==> src/rtl/serial_adder_if.sv <==
// Operand/result handshake bundle for the bit-serial adder.
// The source drives A/B/Cin/in_valid and the consumer drives out_ready; the adder is the slave.
interface serial_adder_if #(
   parameter int WIDTH = 8
);
   logic [WIDTH-1:0] A;
   logic [WIDTH-1:0] B;
   logic             Cin;
   logic             in_valid;
   logic             in_ready;
   logic [WIDTH-1:0] S;
   logic             Cout;
   logic             Ovf;
   logic             out_valid;
   logic             out_ready;

   modport master (
      output A, B, Cin, in_valid, out_ready,
      input  in_ready, S, Cout, Ovf, out_valid
   );

   modport slave (
      input  A, B, Cin, in_valid, out_ready,
      output in_ready, S, Cout, Ovf, out_valid
   );
endinterface

==> src/rtl/serial_adder.sv <==
// Bit-serial WIDTH-bit adder: one full-adder cell plus a registered carry, LSB first,
// with valid/ready handshakes on the operand and result sides.
module serial_adder #(
   parameter int WIDTH = 8
) (
   input logic           clk,
   input logic           reset,
   serial_adder_if.slave bus
);
   localparam int            CW   = $clog2(WIDTH) + 1;
   localparam logic [CW-1:0] LAST = CW'(WIDTH - 1);

   typedef enum logic [1:0] {IDLE, ADD, DONE} state_t;

   state_t           state;
   state_t           state_next;

   logic [WIDTH-1:0] a_sh;
   logic [WIDTH-1:0] b_sh;
   logic [WIDTH-1:0] sum_sh;
   logic [WIDTH-1:0] sum_next;
   logic [WIDTH-1:0] s_q;
   logic             carry;
   logic             carry_msb;
   logic             cout_q;
   logic [CW-1:0]    count;

   logic             fa_s;
   logic             fa_p;
   logic             fa_g;
   logic             fa_co;
   logic             accept;
   logic             last;

   // Single-bit carry-look-ahead full-adder cell on the current bit pair.
   always_comb begin
      fa_p  = a_sh[0] ^ b_sh[0];
      fa_g  = a_sh[0] & b_sh[0];
      fa_s  = fa_p ^ carry;
      fa_co = fa_g | (carry & fa_p);
   end

   // Sum enters at the MSB so that after WIDTH shifts bit 0 sits at the LSB.
   always_comb begin
      sum_next            = sum_sh >> 1;
      sum_next[WIDTH-1]   = fa_s;
   end

   assign accept = (state == IDLE) && bus.in_valid;
   assign last   = (count == LAST);

   always_ff @(posedge clk) begin
      if (reset) begin
         state <= IDLE;
      end else begin
         state <= state_next;
      end
   end

   always_comb begin
      state_next    = state;
      bus.in_ready  = 1'b0;
      bus.out_valid = 1'b0;
      case (state)
         IDLE: begin
            bus.in_ready = 1'b1;
            if (bus.in_valid) begin
               state_next = ADD;
            end
         end
         ADD: begin
            if (last) begin
               state_next = DONE;
            end
         end
         DONE: begin
            bus.out_valid = 1'b1;
            if (bus.out_ready) begin
               state_next = IDLE;
            end
         end
         default: begin
            state_next = IDLE;
         end
      endcase
   end

   always_ff @(posedge clk) begin
      if (reset) begin
         a_sh      <= '0;
         b_sh      <= '0;
         sum_sh    <= '0;
         carry     <= 1'b0;
         count     <= '0;
         carry_msb <= 1'b0;
         s_q       <= '0;
         cout_q    <= 1'b0;
      end else if (accept) begin
         a_sh  <= bus.A;
         b_sh  <= bus.B;
         carry <= bus.Cin;
         count <= '0;
      end else if (state == ADD) begin
         a_sh   <= a_sh >> 1;
         b_sh   <= b_sh >> 1;
         sum_sh <= sum_next;
         carry  <= fa_co;
         count  <= count + CW'(1);
         // Result registers only move on the final bit, so they hold through IDLE and the next add.
         if (last) begin
            carry_msb <= carry;
            s_q       <= sum_next;
            cout_q    <= fa_co;
         end
      end
   end

   assign bus.S    = s_q;
   assign bus.Cout = cout_q;
   assign bus.Ovf  = carry_msb ^ cout_q;
endmodule

==> src/flat_wrapper.sv <==
// flat-port wrapper written by rule: the top's interface ports become plain ports
module serial_adder_flat 
#(
   parameter int WIDTH = 8
)
  (clk, reset, bus_A, bus_B, bus_Cin, bus_in_valid, bus_out_ready, bus_in_ready, bus_S, bus_Cout, bus_Ovf, bus_out_valid);
  serial_adder_if #(.WIDTH(WIDTH)) bus_i ();
  input logic clk;
  input logic reset;
  input wire logic [$bits(bus_i.A)-1:0] bus_A;
  input wire logic [$bits(bus_i.B)-1:0] bus_B;
  input wire logic [$bits(bus_i.Cin)-1:0] bus_Cin;
  input wire logic [$bits(bus_i.in_valid)-1:0] bus_in_valid;
  input wire logic [$bits(bus_i.out_ready)-1:0] bus_out_ready;
  output wire logic [$bits(bus_i.in_ready)-1:0] bus_in_ready;
  output wire logic [$bits(bus_i.S)-1:0] bus_S;
  output wire logic [$bits(bus_i.Cout)-1:0] bus_Cout;
  output wire logic [$bits(bus_i.Ovf)-1:0] bus_Ovf;
  output wire logic [$bits(bus_i.out_valid)-1:0] bus_out_valid;
  assign bus_i.A = bus_A;
  assign bus_i.B = bus_B;
  assign bus_i.Cin = bus_Cin;
  assign bus_i.in_valid = bus_in_valid;
  assign bus_i.out_ready = bus_out_ready;
  assign bus_in_ready = bus_i.in_ready;
  assign bus_S = bus_i.S;
  assign bus_Cout = bus_i.Cout;
  assign bus_Ovf = bus_i.Ovf;
  assign bus_out_valid = bus_i.out_valid;
  serial_adder #(.WIDTH(WIDTH)) u_core (.clk(clk), .reset(reset), .bus(bus_i));
endmodule
==> config.mk <==
export PLATFORM = sky130hd
export DESIGN_NAME = serial_adder_flat
export DESIGN_NICKNAME = d
export VERILOG_FILES = /design/src/rtl/serial_adder_if.sv /design/src/rtl/serial_adder.sv /design/src/flat_wrapper.sv
export SDC_FILE = /design/constraint.sdc
export NUM_CORES = 1
export LEC_CHECK = 0
export CAP_MARGIN = 20
export CORE_MARGIN = 2
export CORE_UTILIZATION = 60
export DETAILED_ROUTE_END_ITERATION = 12
export DONT_BUFFER_PORTS = 1
export HOLD_SLACK_MARGIN = 0.03
export PLACE_DENSITY_LB_ADDON = 0.05
export SLEW_MARGIN = 10
export SYNTH_ARGS = -nofsm -noshare
export SYNTH_HDL_FRONTEND = slang
export SYNTH_SLANG_ARGS = --single-unit
==> constraint.sdc <==
create_clock -name clk -period 1.8 [get_ports clk]
set_input_delay 0.18 -clock clk [delete_from_list [all_inputs] [get_ports clk]]
set_output_delay 0.18 -clock clk [all_outputs]
set_load 0.01 [all_outputs]
* After elaboration in Yosys (flattened, before gate mapping)
Cells that the tools add are included.
Storage, ports and cells: flip-flop bits (word level) 41, output and inout bits 12
Cells by class: add/subtract/negate cells 1, equality and inequality tests 6, muxes and demuxes 12, bitwise gates (word level) 7, reduce and logical (&&, ||, !) cells 7
Operators with widths (count):
- 2-to-1 mux 8 bit | 4
- 2-to-1 mux 2 bit | 3
- one-hot mux 2 bit (3 select lines) | 1
- AND reduction 3 bit | 2
- adder 4 x 1 -> 4 bit, second input constant | 1
- == test 4 x 3 -> 1 bit, second input constant | 1
- 2-to-1 mux 1 bit | 4
- inequality test 2 bit, second input constant | 2
- bitwise XOR 1 bit | 3
- bitwise AND 1 bit | 2
- == test 2 x 1 -> 1 bit, second input constant | 1
- == test 2 bit, second input constant | 1
- zero test 2 bit | 1
- inequality test 2 x 1 -> 1 bit, second input constant | 1
- AND reduction 2 bit | 1
- nonzero test 2 bit | 1
- OR reduction 2 bit | 1
- logical AND 1 bit | 1
- inverter 1 bit | 1
- bitwise OR 1 bit | 1

* Longest topological paths before layout
depth in word-level cells 5, depth in mapped cells 6, mapped depth without buffers 4

* Worst setup path after synthesis
Ideal clock, no wire load.
path type reg2reg, start point register u_core.count[0], end point register u_core.s_q[5] (netlist: u_core.bus.S[5]), setup time 71 ps, data arrival time 1193 ps, path slack 537 ps, stages on the path, launching flop included 6, period minus slack after synthesis 1263 ps, path through dfxtp_1 ha_1 and3b_1 buf_2 a21bo_2 a21oi_1
On the way: cells in the longest elaborated chain, start to end 2
RTL lines:
- start, declared | line serial_adder.sv:26 | logic [CW-1:0] count;
- start signal, assigned | line serial_adder.sv:108 | count <= count + CW'(1);
- == test 4 x 3 -> 1 bit | line serial_adder.sv:50 | assign last = (count == LAST);
- AND reduction 3 bit (no line)
- end signal, assigned | line serial_adder.sv:112 | s_q <= sum_next;
- end, declared | line serial_adder.sv:22 | logic [WIDTH-1:0] s_q;
Every way passes these cells. A chain may end at the register's enable or synchronous reset.

* Final worst setup path
start point register u_core.state[0], end point register u_core.a_sh[5]
On the way: cells in the longest elaborated chain, start to end 3, elaborated cells on any way between the ends 5, classes of those cells 1 x eq/ne; 1 x mux; 3 x reduce/logical
RTL lines:
- start, declared | line serial_adder.sv:15 | state_t state;
- start signal, assigned | line serial_adder.sv:56 | state <= state_next;
- zero test 2 bit | line serial_adder.sv:49 | assign accept = (state == IDLE) && bus.in_valid;
- logical AND 1 bit | line serial_adder.sv:49
- 2-to-1 mux 8 bit / nonzero test 2 bit (equally long branches)
- end signal, assigned | line serial_adder.sv:99 | a_sh <= bus.A;
- end signal, assigned | line serial_adder.sv:104 | a_sh <= a_sh >> 1;
- end, declared | line serial_adder.sv:18 | logic [WIDTH-1:0] a_sh;
Parallel ways exist; a longest one is shown, timed or not.

==> flow_metrics.env <==
export IMPL_synth_avg_cell_area_um2=8.78
export IMPL_layout_commonest_cell="dfxtp_1"
export IMPL_final_nets=216
export IMPL_rr_worst_depth=3
export IMPL_track_usage_pct=21.4
export IMPL_fin_skew_ns=0.00657
export IMPL_crit_required_ns=2.05
export IMPL_fmax_ghz=0.674
export IMPL_grt_start_max_net_pins=41
export IMPL_synthesis_yosys_warnings=0
export IMPL_syn_area_um2=1690
export IMPL_firstDrtPassIters=4
export IMPL_die_width_um=57.1
export IMPL_seqCellArea_um2=801
export IMPL_syn_nets=216
export IMPL_mostFrequentLayoutCells="dfxtp_1 (40), nor2_1 (26), nand2_1 (18), a21oi_1 (18), a211oi_1 (17)"
export IMPL_antenna_found_initial=0
export IMPL_wl_mm=3.30
export IMPL_gp_congestion=0.814
export IMPL_num_antenna_cells=0
export IMPL_timing_final_hold_violations=0
export IMPL_clk_pin_slew_worst_paths_ns=0.10
export IMPL_maxCapViolations=0
export IMPL_cp_arrival_ns=1.73
export IMPL_rows=19
export IMPL_pin_count=33
export IMPL_root_buffer="clkbuf_4"
export IMPL_slew_violations=0
export IMPL_ys_types=27
export IMPL_cts_buffer_depth=2
export IMPL_critPathMaxFanout=14
export IMPL_post_route_period_util_pct=82.4
export IMPL_worstMarginPinSlew_ns=0.459
export IMPL_cts_resized=0
export IMPL_swShare_pct=23.9
export IMPL_p_int_mw=1.22
export IMPL_crit_type="reg2reg"
export IMPL_setup_viol=0
export IMPL_finalCriticalPeriod_ns=1.48
export IMPL_multi_input_area_um2=800
export IMPL_worst_hold_path_type="in2reg"
export IMPL_r2r_slack_ns=0.32
export IMPL_p_sw_mw=0.382
export IMPL_route_vias_total=1386
export IMPL_r2r_end="u_core.a_sh[5]"
export IMPL_startpoint_type="register"
export IMPL_seq_power_share_pct=59.7
export IMPL_drc=0
export IMPL_cts_post_setup_buffers_inserted=0
export IMPL_fin_ws_ns=0.316
export IMPL_drtAntennaViolNets=0
export IMPL_htreeDepth=2
export IMPL_synth_seq_area_share_pct=47.3
export IMPL_overflow=0
export IMPL_p_per_area_nw_per_um2=882
export IMPL_grt_pass1_wl_mm=5.51
export IMPL_worstHoldStart="bus_in_valid"
export IMPL_grt_pass1_vias=1254
export IMPL_rsz0062_at_grt="no"
export IMPL_synth_seq_cells=40
export IMPL_synthCells=193
export IMPL_area_delta_synth_final_pct=7.02
export IMPL_slew_headroom_pct=69.4
export IMPL_avgViaCountPerCell=6.19
export IMPL_drt_iter0_markers=55
export IMPL_fill_cells=226
export IMPL_wl_per_cell_um=14.8
export IMPL_clkPwrFrac_pct=30.1
export IMPL_p_leak_nw=0.664
export IMPL_status="finished clean"
export IMPL_final_setup_tns_ns=0
export IMPL_start_util_pct=62.5
export IMPL_end_kind="register"
export IMPL_hold_slack_ns=0.0593
export IMPL_drive_above_1_share_pct=12.4
export IMPL_cts_sinks=40
export IMPL_cts_made_buffers=5
export IMPL_holdPathEnd="u_core.a_sh[4]"
export IMPL_die_y_um=57.1
export IMPL_core_um2=2710
export IMPL_utilization_pct=66.9
export IMPL_dp_hpwl_mm=2.21
export IMPL_hold_depth=2
export IMPL_cts_tree="yes"
export IMPL_worst_skew_pair_late_latency_ns=0.33
export IMPL_dp_slack_ns=0.344
export IMPL_r2r_start="u_core.state[0]"
export IMPL_ir_drop_mv=0.677
export IMPL_combPwrFrac_pct=10.2
export IMPL_io_buffers=0
export IMPL_dieArea_um2=3260
export IMPL_hold_buffers=4
worst max-delay path by stage:
stage / startpoint / slack [ns] / to
after floorplan: u_core.count[0] / 0.54 / u_core.bus.S[5]
after global placement: u_core.state[0] / 0.42 / u_core.bus.S[1]
after detailed placement: u_core.state[0] / 0.34 / u_core.b_sh[4]
after CTS: u_core.state[0] / 0.33 / u_core.a_sh[5]
after global routing: u_core.state[0] / 0.19 / u_core.b_sh[4]
final: u_core.state[0] / 0.32 / u_core.a_sh[5]
metal layers:
| layer | part of all wire [%] | track usage [%] | up-vias |
|---|---|---|---|
| li1 | - | - | 687 |
| met5 | 0 | 0 | - |
| met1 | 43 | 26.3 | 653 |
| met3 | 5.4 | 7.26 | 9 |
| met4 | 2.0 | 7.31 | 0 |
| met2 | 50 | 35.5 | 37 |
critical path, cell delays in order, from the launching register on:
cell and delay [ns]:
dfxtp_1 0.61, nand2b_1 0.40, o22ai_1 0.12, a211oi_1 0.27
layout make-up:
cell class	count	area share (%)
Timing Repair Buffer	10	5.38
Clock buffer	7	3.59
Multi-Input combinational cell	133	44.1
Tap cell	31	2.14
Sequential cell	40	44.2
Inverter	3	0.621
power groups by stage:
stage / Combinational (mW) / Clock, mW / Sequential (mW)
detailed placement: 0.138 / 0 / 0.976
global route: 0.184 / 0.534 / 0.963
finish: 0.163 / 0.481 / 0.956
floorplan: 0.134 / 0 / 0.966
global placement: 0.132 / 0 / 0.974
CTS: 0.161 / 0.496 / 0.956
cells by family (layout without fill, tap and decap cells):
family                     Yosys count  count (layout)  share of synthesized area [%]
xor gates and xnor gates             1               1                          0.517
adders and majority gates            2               2                           1.92
DFF                                 40              40                           47.3
buffers and inverters               20              20                           5.69
AOI/OAI and AO/OA                   68              68                           29.0
and+or+nand+nor                     62              62                           15.7
sequential cells by signal (all words and copies together) (netlist names):
name / cells
u_core.sum_sh: 7
u_core.b_sh: 8
u_core.carry: 1
u_core.carry_msb: 1
u_core.bus.S: 8
u_core.count: 4
u_core.state: 2
u_core.bus.Cout: 1
u_core.a_sh: 8
synth_stat cells:
cell type | n | area (um2)
a22oi_1 | 2 | 15.0
a211oi_1 | 17 | 128
a21bo_2 | 10 | 100
clkbuf_2 | 1 | 5.00
o32a_1 | 1 | 10.0
clkbuf_1 | 5 | 18.8
dfxtp_1 | 40 | 801
a32oi_1 | 2 | 17.5
or3_1 | 1 | 6.26
inv_1 | 3 | 11.3
o21ba_1 | 1 | 10.0
o21bai_1 | 1 | 7.51
o2bb2ai_1 | 5 | 43.8
ha_1 | 1 | 12.5
and3b_1 | 1 | 8.76
nand2_1 | 18 | 67.6
fa_1 | 1 | 20.0
buf_2 | 10 | 50.1
nand2b_1 | 2 | 12.5
o22ai_1 | 10 | 62.6
a21oi_1 | 18 | 90.1
nor2_1 | 26 | 97.6
xor2_1 | 1 | 8.76
a31oi_1 | 1 | 6.26
buf_6 | 1 | 11.3
nand3_1 | 12 | 60.1
nor2b_1 | 2 | 12.5
stage by stage:
step / instances / area [um2] / total power, mW
after CTS: 223 / 1800 / 1.61
after detailed placement: 212 / 1690 / 1.11
after global placement: 212 / 1690 / 1.11
final: 224 / 1810 / 1.60
after global routing: 224 / 1810 / 1.68
after floorplan: 193 / 1690 / 1.10
Power figures use the tool's default switching activity.
